[src/rtl/seg_scan_decoder.sv]
// Two-digit multiplexed 7-segment scan decoder with frame debounce.
// Optional macro HEX_DECODE_EN adds the A-F glyphs to the code table.
//
// Ports:
//   clk        : rising-edge clock
//   nRST       : asynchronous active-low reset
//   nEN        : active-low block enable (synchronous)
//   seg_in     : sampled segment bus {g,f,e,d,c,b,a}, active-high
//   digit_sel  : 0 = digit A on seg_in, 1 = digit B
//   seg_strobe : one-cycle qualifier for seg_in/digit_sel
//   A_out      : last committed value of digit A
//   B_out      : last committed value of digit B
//   valid      : one-cycle pulse when A_out/B_out update
//   err        : one-cycle pulse on illegal frame or out-of-order strobe
module seg_scan_decoder #(
    parameter int STABLE_FRAMES = 2
) (
    input  logic       clk,
    input  logic       nRST,
    input  logic       nEN,
    input  logic [6:0] seg_in,
    input  logic       digit_sel,
    input  logic       seg_strobe,
    output logic [3:0] A_out,
    output logic [3:0] B_out,
    output logic       valid,
    output logic       err
);

    if (STABLE_FRAMES < 1 || STABLE_FRAMES > 15) begin : g_bad_param
        $error("STABLE_FRAMES must be in 1..15");
    end

    localparam logic [3:0] SAT = 4'(STABLE_FRAMES - 1);

    typedef enum logic [1:0] {
        SCAN_A = 2'd0,
        SCAN_B = 2'd1,
        COMMIT = 2'd2
    } state_e;

    // Returns {legal, value}; value is 0 when illegal.
    function automatic logic [4:0] decode(input logic [6:0] s);
        logic [4:0] r;
        case (s)
            7'h3F:   r = {1'b1, 4'h0};
            7'h06:   r = {1'b1, 4'h1};
            7'h5B:   r = {1'b1, 4'h2};
            7'h4F:   r = {1'b1, 4'h3};
            7'h66:   r = {1'b1, 4'h4};
            7'h6D:   r = {1'b1, 4'h5};
            7'h7D:   r = {1'b1, 4'h6};
            7'h07:   r = {1'b1, 4'h7};
            7'h7F:   r = {1'b1, 4'h8};
            7'h6F:   r = {1'b1, 4'h9};
`ifdef HEX_DECODE_EN
            7'h77:   r = {1'b1, 4'hA};
            7'h7C:   r = {1'b1, 4'hB};
            7'h39:   r = {1'b1, 4'hC};
            7'h5E:   r = {1'b1, 4'hD};
            7'h79:   r = {1'b1, 4'hE};
            7'h71:   r = {1'b1, 4'hF};
`endif
            default: r = 5'd0;
        endcase
        return r;
    endfunction

    state_e     state_q,    state_d;
    logic [4:0] cand_a_q,   cand_a_d;
    logic [4:0] cand_b_q,   cand_b_d;
    logic       prev_vld_q, prev_vld_d;
    logic [3:0] prev_a_q,   prev_a_d;
    logic [3:0] prev_b_q,   prev_b_d;
    logic [3:0] stab_q,     stab_d;
    logic [3:0] a_out_q,    a_out_d;
    logic [3:0] b_out_q,    b_out_d;
    logic       valid_q,    valid_d;
    logic       err_q,      err_d;

    logic [4:0] dec;
    logic       legal;
    logic       same;
    logic       load;

    assign dec   = decode(seg_in);
    assign legal = cand_a_q[4] & cand_b_q[4];
    assign same  = prev_vld_q
                 && (prev_a_q == cand_a_q[3:0])
                 && (prev_b_q == cand_b_q[3:0]);

    always_comb begin
        state_d    = state_q;
        cand_a_d   = cand_a_q;
        cand_b_d   = cand_b_q;
        prev_vld_d = prev_vld_q;
        prev_a_d   = prev_a_q;
        prev_b_d   = prev_b_q;
        stab_d     = stab_q;
        a_out_d    = a_out_q;
        b_out_d    = b_out_q;
        valid_d    = 1'b0;
        err_d      = 1'b0;
        load       = 1'b0;

        if (nEN) begin
            state_d    = SCAN_A;
            stab_d     = 4'd0;
            prev_vld_d = 1'b0;
        end else begin
            case (state_q)
                SCAN_A: begin
                    if (seg_strobe) begin
                        if (!digit_sel) begin
                            cand_a_d = dec;
                            state_d  = SCAN_B;
                        end else begin
                            err_d = 1'b1;
                        end
                    end
                end
                SCAN_B: begin
                    if (seg_strobe) begin
                        if (digit_sel) begin
                            cand_b_d = dec;
                            state_d  = COMMIT;
                        end else begin
                            // resync to the newest A digit
                            cand_a_d = dec;
                            err_d    = 1'b1;
                        end
                    end
                end
                COMMIT: begin
                    state_d = SCAN_A;
                    if (!legal) begin
                        err_d      = 1'b1;
                        stab_d     = 4'd0;
                        prev_vld_d = 1'b0;
                    end else if (same) begin
                        if (stab_q != SAT) begin
                            stab_d = stab_q + 4'd1;
                        end
                        // update only on the step that reaches SAT;
                        // with SAT==0 every legal frame updates
                        load = (SAT == 4'd0)
                            || ((stab_q != SAT)
                            && ((stab_q + 4'd1) == SAT));
                    end else begin
                        stab_d     = 4'd0;
                        prev_vld_d = 1'b1;
                        prev_a_d   = cand_a_q[3:0];
                        prev_b_d   = cand_b_q[3:0];
                        load       = (SAT == 4'd0);
                    end
                    if (load) begin
                        a_out_d = cand_a_q[3:0];
                        b_out_d = cand_b_q[3:0];
                        valid_d = 1'b1;
                    end
                end
                default: state_d = SCAN_A;
            endcase
        end
    end

    always_ff @(posedge clk or negedge nRST) begin
        if (!nRST) begin
            state_q    <= SCAN_A;
            cand_a_q   <= 5'd0;
            cand_b_q   <= 5'd0;
            prev_vld_q <= 1'b0;
            prev_a_q   <= 4'd0;
            prev_b_q   <= 4'd0;
            stab_q     <= 4'd0;
            a_out_q    <= 4'd0;
            b_out_q    <= 4'd0;
            valid_q    <= 1'b0;
            err_q      <= 1'b0;
        end else begin
            state_q    <= state_d;
            cand_a_q   <= cand_a_d;
            cand_b_q   <= cand_b_d;
            prev_vld_q <= prev_vld_d;
            prev_a_q   <= prev_a_d;
            prev_b_q   <= prev_b_d;
            stab_q     <= stab_d;
            a_out_q    <= a_out_d;
            b_out_q    <= b_out_d;
            valid_q    <= valid_d;
            err_q      <= err_d;
        end
    end

    assign A_out = a_out_q;
    assign B_out = b_out_q;
    assign valid = valid_q;
    assign err   = err_q;

endmodule

[config.mk]
export PLATFORM = sky130hd
export DESIGN_NAME = seg_scan_decoder
export DESIGN_NICKNAME = d
export VERILOG_FILES = /design/src/rtl/seg_scan_decoder.sv
export SDC_FILE = /design/constraint.sdc
export NUM_CORES = 1
export LEC_CHECK = 0
export ABC_AREA = 1
export CORE_MARGIN = 1.5
export CORE_UTILIZATION = 25
export CTS_BUF_LIST = sky130_fd_sc_hd__clkbuf_16
export DETAILED_ROUTE_END_ITERATION = 10
export GPL_TIMING_DRIVEN = 1
export RECOVER_POWER = 100
export REMOVE_ABC_BUFFERS = 1
export SYNTH_ARGS = -nofsm -noshare
export SYNTH_HDL_FRONTEND = slang
export SYNTH_SLANG_ARGS = --single-unit
[constraint.sdc]
create_clock -name clk -period 3.8 [get_ports clk]
set_input_delay 0.57 -clock clk [delete_from_list [all_inputs] [get_ports clk]]
set_output_delay 0.57 -clock clk [all_outputs]
set_load 0.05 [all_outputs]
## Word-level counts from Yosys, hierarchy flattened

Index checks and enable logic that the tools add are counted.

- Reduce and logical (&&, ||, !) cells: 13
- Multiplexer cells: 30
- Equal/unequal tests: 22
- Bitwise operators: 4
- $add $sub $neg: 1

Operator list:

| operator | count |
|---|---|
| $pmux W5 S10 | 1 |
| $eq A7 B7 Y1 const B | 7 |
| $mux W4 | 5 |
| $mux W1 | 17 |
| $reduce_and A4 Y1 | 4 |
| $ne A3 B3 Y1 const B | 5 |
| $eq A7 B3 Y1 const B | 2 |
| $mux W2 | 5 |
| $eq A4 B4 Y1 | 2 |
| $eq A7 B6 Y1 const B | 1 |
| $add A4 B1 Y4 const B | 1 |
| $eq A4 B1 Y1 const B | 1 |
| $ne A4 B1 Y1 const B | 1 |
| $ne A4 B3 Y1 const B | 1 |
| $pmux W2 S2 | 1 |
| $reduce_and A2 Y1 | 2 |
| $logic_and A1 B1 Y1 | 3 |
| $not A1 Y1 | 3 |
| $pmux W1 S3 | 1 |
| $reduce_and A3 Y1 | 1 |
| $eq A2 B1 Y1 const B | 1 |
| $eq A2 B2 Y1 const B | 1 |
| $logic_not A2 Y1 | 1 |
| $reduce_bool A2 Y1 | 1 |
| other kinds (2) | 2 |

- Input bits: 12
- Register bits after elaboration: 35
- Logic and storage cells: 81

## Depth between registers and ports, before layout

- Word-level depth: 10
- Depth in mapped cells: 10
- Mapped depth without buffers: 10

## Least setup slack after synthesis

OpenSTA, ideal clock, no wires.

- Path kind: input -> register
- From: in nEN
- To: reg a_out_q[0], in the netlist A_out[0]
- Setup slack: 2.267 ns
- Arrival time: 1.414 ns
- Cell stages on the path: 8
- Path buffers: 0
- Cell sequence: inv_2 nand3_2 nor2_4 nand3_2 nor2_4 nand2_4 nand2_1 nand2_1

- Longest elaborated chain between the ends: 2

RTL lines:

| item | line | RTL |
|---|---|---|
| start: declaration | 20 | `input logic nEN,` |
| $not A1 Y1 (no source line) | n/a |  |
| $reduce_and A3 Y1 (no source line) | n/a |  |
| end signal: assignment | 188 | `a_out_q <= a_out_d;` |
| end: declaration | 76 | `logic [3:0] a_out_q, a_out_d;` |

Every way passes these cells.
A chain may end at the register's enable or synchronous reset.

## Worst setup path in the final report

- From: in nEN
- To: reg a_out_q[3], in the netlist A_out[3]

Same word-level chain as after synthesis.

==> results.json <==
{
  "worstHoldPathCells": 2,
  "placement.io_buffers": 21,
  "synth_area_leaders": "sky130_fd_sc_hd__dfrtp_1 (44%), sky130_fd_sc_hd__nand2_1 (19%), sky130_fd_sc_hd__inv_1 (6.8%)",
  "floorplan.die.height_um": 91.9,
  "slew_headroom_pct": -21.5,
  "detail_route.wl_per_cell_um": 10.6,
  "worst_r2r_end": "A_out[3]$_DFFE_PN0P_",
  "nNetsFinal": 313,
  "total_leakage_power_uw": 0.00131,
  "layout-drive-gt1-share_pct": 6.02,
  "cell_internal_pwr_uw": 649,
  "num_vias": 1687,
  "yosysWarningCount": 0,
  "n_antenna_cell": 0,
  "post_cts.resized_instances": 0,
  "max_slew_violations": 36,
  "cts_hold_buffers": 0,
  "syn-instance-count": 269,
  "die_area_um2": 8440,
  "netlist.top_cell.by_area": "sky130_fd_sc_hd__dfrtp_1",
  "net-switching-power_uw": 215,
  "first_global_vias": 1626,
  "tritoncts_num_sinks": 35,
  "clk_latency_ns": 0.28,
  "hold_path_end": "A_out[2]$_DFFE_PN0P_",
  "cts-root-buf": "sky130_fd_sc_hd__clkbuf_16",
  "power.share.combinational_pct": 8.8,
  "postSynthRegisterBits": 35,
  "power_density_nw_per_um2": 356,
  "drcViolationCount": 0,
  "yosys.cell_count.top_type": "sky130_fd_sc_hd__nand2_1",
  "worst-slew-pin-transition_ns": 1.82,
  "switching_share_pct": 24.8,
  "detail_route.wirelength_um": 4240,
  "coreArea_um2": 7690,
  "post_detail_place_hpwl_um": 3310,
  "grt_max_degree": 36,
  "crit_path_end_kind": "flop",
  "area_growth_pct": 22.8,
  "critical_path.max_fanout": 10,
  "initial_antenna_violation_count": 0,
  "max_cap_violations": 1,
  "critPathKind": "in2reg",
  "die_w_um": 91.9,
  "cts_made_buffers": 5,
  "boundaryPins": 22,
  "synth_top_flop_cell": "sky130_fd_sc_hd__dfrtp_1",
  "timing.critical_path.from_type": "primary input",
  "netlist_top_cells_count": "sky130_fd_sc_hd__nand2_1 (101), sky130_fd_sc_hd__inv_1 (36), sky130_fd_sc_hd__dfrtp_1 (35)",
  "hp-class": "reg2reg",
  "power.sequential.fraction_pct": 45.9,
  "irDropWorstVdd_mv": 0.153,
  "final.setup_skew_ns": 0.00732,
  "synthesis.area_per_instance_um2": 7.34,
  "tritoncts": "built",
  "grt-ovfl-total": 0,
  "clk_transition_reported_paths_ns": 0.05,
  "crit_required_ns": 3.97,
  "gp_routability_congestion": 0.784,
  "cts_setup_buffers": 0,
  "sum_of_internal_switching_and_leakage_power_uw": 864,
  "cts-htree-levels": 2,
  "area_fraction_of_the_dominant_cell_type_after_synthesis_pct": 44.4,
  "antenna_violating_nets_post_route": 0,
  "final.setup.tns_ns": 0,
  "seq_area_frac_synth_pct": 44.4,
  "floorplan.initialDensity_pct": 25.7,
  "synth.lib_cells_used.distinct": 24,
  "setup.reg_to_reg.worst_slack_ns": 1.67,
  "n_fill_cell": 815,
  "numPlacedInstances": 393,
  "worst_r2r_startpoint": "state_q[0]$_DFFE_PN0P_",
  "global_route_wire_length_before_repair_um": 7420,
  "worstRegToRegCells": 8,
  "num_rows": 32,
  "number_of_standard_cells_in_the_layout_taps_in_and_fillers_out": 401,
  "min-delay-start": "A_out[2]$_DFFE_PN0P_",
  "status": "complete, but fails checks",
  "min_period_over_period_pct": 69.5,
  "gr-usage-all-layers_pct": 11.2,
  "ctsLongestPathBuffers": 2,
  "violations": "capacitance limit, slew limit",
  "max_clock_freq_mhz": 378,
  "hold_viol_final": 0,
  "setup_repair_after_global_routing_missed_its_margin": "false",
  "final.min_clock_period_ns": 2.64,
  "asyncSetResetFlopFracSynth_pct": 100,
  "worstPathArrival_ns": 2.81,
  "netlist_area_before_placement_um2": 1970,
  "synth_enable_flop_cells": 0,
  "dr.pass1.iters": 4,
  "drt-vias-per-instance": 4.21,
  "clockPowerShare_pct": 45.2,
  "initialDrtViolationCount": 108,
  "setup_viol": 0
}
## per-stage QoR
step / setup slack (ns) / hold WS (ns) / cell area [um^2] / utilization (%)
after floorplan: 2.27 / 0.274 / 1970 / -
after global placement: 1.57 / 0.459 / 2320 / 30.2
after detailed placement: 1.52 / 0.464 / 2320 / 30.2
after CTS: 1.77 / 0.479 / 2460 / 32.0
after global routing: 0.859 / 0.498 / 2420 / 31.5
final: 1.16 / 0.470 / 2420 / 31.5
## power by group through the flow
stage | Sequential [uW] | Clock, uW | Combinational (uW)
after CTS | 397 | 398 | 80.7
after floorplan | 401 | 0 | 43.5
after global routing | 398 | 418 | 88.1
final | 397 | 391 | 76.4
after detailed placement | 404 | 0 | 80.3
after global placement | 404 | 0 | 79.0
## cell usage in the layout (no fill, tap or decap), types with 2 or more instances in the layout
cell	n
sky130_fd_sc_hd__o21ai_0	8
sky130_fd_sc_hd__nand3_1	27
sky130_fd_sc_hd__ha_1	3
sky130_fd_sc_hd__nand3_2	2
sky130_fd_sc_hd__nand2_1	102
sky130_fd_sc_hd__nor2_1	22
sky130_fd_sc_hd__nand4_1	9
sky130_fd_sc_hd__dfrtp_1	35
sky130_fd_sc_hd__nand3b_1	2
sky130_fd_sc_hd__clkbuf_16	5
sky130_fd_sc_hd__nor3_1	5
sky130_fd_sc_hd__nand2_2	4
sky130_fd_sc_hd__a21oi_1	3
sky130_fd_sc_hd__inv_1	38
sky130_fd_sc_hd__clkdlybuf4s50_1	8
sky130_fd_sc_hd__xnor2_1	2
sky130_fd_sc_hd__dlygate4sd3_1	13
## layer usage
metal  track usage (%)  up-vias  wire length [um]
li1                  -      908                 -
met1              13.3      750              1980
met2              19.6       21              2060
met3              2.57        8               129
met4              4.23        0                70
met5                 0        -                 0
## area by class of cell
class / instances / area, um^2 / area share, %
clock inverter: 3 / 16.3 / 0.671
tap: 102 / 128 / 5.26
clock buffer: 5 / 125 / 5.16
timing repair buffer: 22 / 214 / 8.82
sequential: 35 / 876 / 36.1
inverter: 38 / 143 / 5.88
multi-input combinational: 196 / 923 / 38.1
## critical path, stage by stage
cell and delay, ns:
sky130_fd_sc_hd__dlygate4sd3_1 0.60, sky130_fd_sc_hd__inv_1 0.11, sky130_fd_sc_hd__nand3_1 0.09, sky130_fd_sc_hd__nor2_1 0.54, sky130_fd_sc_hd__nand3_2 0.12, sky130_fd_sc_hd__nor2_1 0.47
sky130_fd_sc_hd__nand2_4 0.15, sky130_fd_sc_hd__nand2_1 0.09, sky130_fd_sc_hd__nand2_1 0.05
## worst max-delay path by stage
stage	start	to	slack (ns)	cells past startpoint
after floorplan	nEN	A_out[0]$_DFFE_PN0P_	2.27	8
after global placement	nEN	A_out[0]$_DFFE_PN0P_	1.57	9
after detailed placement	nEN	B_out[3]$_DFFE_PN0P_	1.52	9
after CTS	A_out[1]$_DFFE_PN0P_	A_out[1]	1.77	1
after global routing	nEN	A_out[2]$_DFFE_PN0P_	0.86	9
final	nEN	A_out[3]$_DFFE_PN0P_	1.16	9
## logic make-up after synthesis
| logic type | count (synthesis) | share of synthesized area, % |
|---|---|---|
| buf+inv | 38 | 7.22 |
| fa+ha+maj | 3 | 1.90 |
| simple gates | 177 | 41.5 |
| flops | 35 | 44.4 |
| compound gates | 13 | 3.68 |
| xor+xnor | 3 | 1.33 |
## flip-flops by register name, indices dropped and copies added, names as in the netlist
register,flops
cand_a_q,5
cand_b_q,5
A_out,4
B_out,4
prev_a_q,4
prev_b_q,4
stab_q,4
state_q,2
err,1
prev_vld_q,1
valid,1
Power figures use the tool's default switching activity.
